--- src/rtl/mod_updown_counter.sv ---
// Parametrised up/down modulo counter: wrap or saturate at the range ends,
// synchronous clear/load with clamp, combinational terminal count, registered wrap pulse.
module mod_updown_counter #(
    parameter int WIDTH    = 4,
    parameter int MODULUS  = 16,
    parameter int SATURATE = 0
) (
    input  logic             clk,
    input  logic             reset,
    input  logic             enable,
    input  logic             forward,
    input  logic             clear,
    input  logic             load,
    input  logic [WIDTH-1:0] load_value,
    output logic [WIDTH-1:0] out,
    output logic             tc,
    output logic             wrapped
);
    localparam logic [WIDTH-1:0] LAST = WIDTH'(MODULUS - 1);
    localparam logic [WIDTH-1:0] ONE  = WIDTH'(1);

    logic [WIDTH-1:0] r_cnt;
    logic             r_wrapped;
    logic [WIDTH-1:0] w_cnt_nxt;
    logic [WIDTH-1:0] w_load_val;
    logic             w_wrapped_nxt;
    logic             w_at_end;

    // "End of range" depends on direction: top when counting up, zero when down.
    assign w_at_end   = forward ? (r_cnt == LAST) : (r_cnt == '0);
    assign w_load_val = (load_value > LAST) ? LAST : load_value;

    always_comb begin
        w_cnt_nxt     = r_cnt;
        w_wrapped_nxt = 1'b0;
        if (clear) begin
            w_cnt_nxt = '0;
        end else if (load) begin
            w_cnt_nxt = w_load_val;
        end else if (enable) begin
            if (!w_at_end) begin
                w_cnt_nxt = forward ? (r_cnt + ONE) : (r_cnt - ONE);
            end else if (SATURATE == 0) begin
                w_cnt_nxt     = forward ? '0 : LAST;
                w_wrapped_nxt = 1'b1;
            end
        end
    end

    always_ff @(posedge clk or negedge reset) begin
        if (!reset) begin
            r_cnt     <= '0;
            r_wrapped <= 1'b0;
        end else begin
            r_cnt     <= w_cnt_nxt;
            r_wrapped <= w_wrapped_nxt;
        end
    end

    // Terminal count is suppressed when clear/load override counting this cycle.
    assign tc      = enable & ~clear & ~load & w_at_end;
    assign out     = r_cnt;
    assign wrapped = r_wrapped;

endmodule

--- config.mk ---
export PLATFORM = sky130hd
export DESIGN_NAME = mod_updown_counter
export DESIGN_NICKNAME = d
export VERILOG_FILES = /design/src/rtl/mod_updown_counter.sv
export SDC_FILE = /design/constraint.sdc
export NUM_CORES = 1
export LEC_CHECK = 0
export BUFFER_PORTS_ARGS = -buffer_cell sky130_fd_sc_hd__buf_2
export CORE_AREA = 5 5 42 44
export CTS_BUF_LIST = sky130_fd_sc_hd__clkbuf_2
export CTS_CLUSTER_SIZE = 40
export DETAILED_ROUTE_END_ITERATION = 12
export DIE_AREA = 0 0 47 49
export GPL_TIMING_DRIVEN = 0
export PLACE_DENSITY = 0.64
export SYNTH_ARGS = -nofsm -noshare
export SYNTH_HDL_FRONTEND = slang
export SYNTH_SLANG_ARGS = --single-unit
export TNS_END_PERCENT = 20
--- constraint.sdc ---
create_clock -name clk -period 2.8 [get_ports clk]
set_input_delay 0.28 -clock clk [delete_from_list [all_inputs] [get_ports clk]]
set_output_delay 0.28 -clock clk [all_outputs]
set_load 0.03 [all_outputs]
==> reports/metrics.csv <==
metric,value,unit
status,"finished, final reports clean",
HPWL after DPL,754,um
crit-path max cell delay,570,ps
kind of cell adding the most delay to the critical path,simple AND/OR/NAND/NOR gates,
"Clk Latency, worst-skew pair",220,ps
register area share after synthesis,30.3,%
layout net count,79,
cell taking the most area after synthesis,dfrtp_1,
crit path DAT,1870,ps
Mapped Avg Cell Area,8.98,sq um
Post-Syn Area,413,sq um
final core utilization,38.0,%
Sw Pwr,83.4,uW
power per standard cell area,437,mW/mm^2
Vert. Die Dim,49,um
Crit path buffers/inverters,1,
LEAKAGE,0.000271,uW
overall routing resource usage,8.90,%
routability cong.,0.678,
Seq pwr share,37.2,%
drt via density,4.73,
unrepaired setup endpoints after global routing,false,
Num CTS Buffers,3,
placement row count,14,
Starting Density,29.5,%
Fin Setup TNS,0,ps
Final Max Slew Viols,0,
"Async S/R FF share, synth",100,%
drt initial violations,9,
number of remaining DRC errors,0,
Fill cells,159,
vias in the first global route,345,
share of the synthesized area in the top cell type,30.3,%
"Primary FF master, synth",dfrtp_1,
"Critical Path, Cell by Cell",or4_4 -> nand2b_4 -> a211oi_1 -> buf_2,
via count,383,
Area Overhead vs Synth,29.1,%
Worst setup EP type,primary output,
synthesis warning total,0,
Core Region,0.00140,sq mm
WL/cell,11.8,um
final worst-path cycle share,76.7,%
crit-path max FO,6,
Max Root-Sink Buffers,2,
critical path class,reg -> out,
max_slew headroom,82.6,%
flop-to-flop setup slack,1130,ps
clock tree root buffer cell,clkbuf_2,
pin count of the biggest net entering global routing,11,
Final setup viols,0,
register bit total from synthesis,5,
Comb pwr share,33.3,%
initial antenna violation count,0,
skew final,0.759,ps
Cell variety after synth,24,
Fin. Hold Viols,0,
Syn Nets,59,
1st-pass router iterations,4,
Clock Sinks,5,
Post-synth EDFFs,0,
GR Overflow Total,0,
CTS tree,done,
final WL,954,um
input/output buffers,14,
Die Wd,47,um
Critical Path RT,2520,ps
Final Critical Period,2150,ps
worst vdd ir,0.000159,V
PostCTS Resize Cnt,0,
Diodes inserted,0,
Internal,149,uW
Worst-path clk slew,60,ps
IO Pins,16,
max frequency,466,MHz
synth cell count leaders,"a21oi_1 (5), dfrtp_1 (5), inv_1 (5)",
clock network fraction of total power,29.6,%
min-delay worst type,in -> reg,
Net Sw Frac,35.8,%
top post-synthesis cells by area,"dfrtp_1 (30%), a21oi_1 (6.1%), ha_1 (6.1%)",
Slew @ Worst Pin,261,ps
"slowest stage cell, crit path",or4_4,
Cells after Synth,46,
depth of the CTS H-tree,1,
antenna-violating nets left,0,
MaxCap Viol Count,0,
share of layout cells above drive strength 1,36.9,%
crit path launch type,flip-flop,
die footprint,0.00230,sq mm
first-pass GRT wire length,1.51,mm
state kept, by name, indices dropped and copies added (netlist names):
signal   cells
out          4
wrapped      1
path summary, 6_finish.rpt:
check	from	endpoint	cells past startpoint
worst min-delay path	clear	out[1]	2
max in group asynchronous	reset	out[2]	2
worst max register to register	out[0]	out[1]	5
worst max-delay path	out[1]	tc	4
worst min register to register	out[1]	out[1]	2
min in group asynchronous	reset	wrapped	2
area by class of cell:
type                    instances  area [sq um]  area share (%)
plain buffers                   1          7.51            1.41
clock buffers                   4          20.0            3.76
inverters                       5          18.8            3.52
multi-input cells              35           262            49.1
flip-flops and latches          5           125            23.5
well taps                      16          20.0            3.76
repair buffers                 15          80.1            15.0
power by group through the flow:
stage	Combinational (uW)	Clock [uW]	Sequential, uW
2_1_floorplan	45.0	0	95.1
3_3_place_gp	75.5	0	87.0
3_5_place_dp	76.8	0	87.6
4_1_cts	78.2	72.0	86.3
5_1_grt	86.9	76.9	87.0
6_report	77.5	68.9	86.5
metal layers:
layer / GRT usage [%] / vias up / share of wire [%]
li1: - / 202 / -
met4: 2.76 / 0 / 0
met3: 3.32 / 0 / 4.4
met5: 0 / - / 0
met2: 12.0 / 9 / 45
met1: 12.9 / 172 / 50
logic make-up (layout without fill, tap and decap cells):
group                    Yosys count  in the layout  synth area share [%]
flip-flops                         5              5                  30.3
AO/OA/AOI/OAI                     14             14                  22.4
XOR/XNOR                           4              4                  8.49
adder cells (fa/ha/maj)            3              3                  10.9
AND/OR/NAND/NOR                   14             14                  21.5
buffers and inverters              6             25                  6.36
stage by stage:
step / total power, uW / std cells / worst slack [ps] / area (sq um) / hold slack [ps]
6_report: 233 / 81 / 653 / 533 / 295
5_1_grt: 251 / 81 / 560 / 533 / 291
4_1_cts: 236 / 81 / 623 / 533 / 286
3_5_place_dp: 164 / 76 / 880 / 503 / 97.4
3_3_place_gp: 162 / 76 / 883 / 503 / 97.2
2_1_floorplan: 140 / 46 / 471 / 413 / -15.6
timing repair:
action,CTS,global route
hold endpoints to repair,5,0
buffers inserted,0,0
hold buffers,1,0
placed cells by master (no fill, tap or decap):
cell	synthesis	final
and4_2	1	1
dlygate4sd3_1	0	1
xor2_1	2	2
ha_1	2	2
clkbuf_2	0	4
xnor2_1	2	2
a211oi_1	2	2
or4_4	1	1
o21ai_0	3	3
nor3_1	2	2
nand2b_1	1	1
nor3b_1	1	1
dfrtp_1	5	5
nor2b_1	1	1
nor2_1	3	3
buf_2	0	14
buf_4	1	1
fa_1	1	1
a21o_1	1	1
a31oi_1	1	1
nand2b_4	1	1
nand3_1	1	1
a21oi_2	1	1
nand2_1	2	2
a221oi_2	1	1
inv_1	5	5
a21oi_1	5	5
No activity file was read; power rests on OpenSTA's default activity.
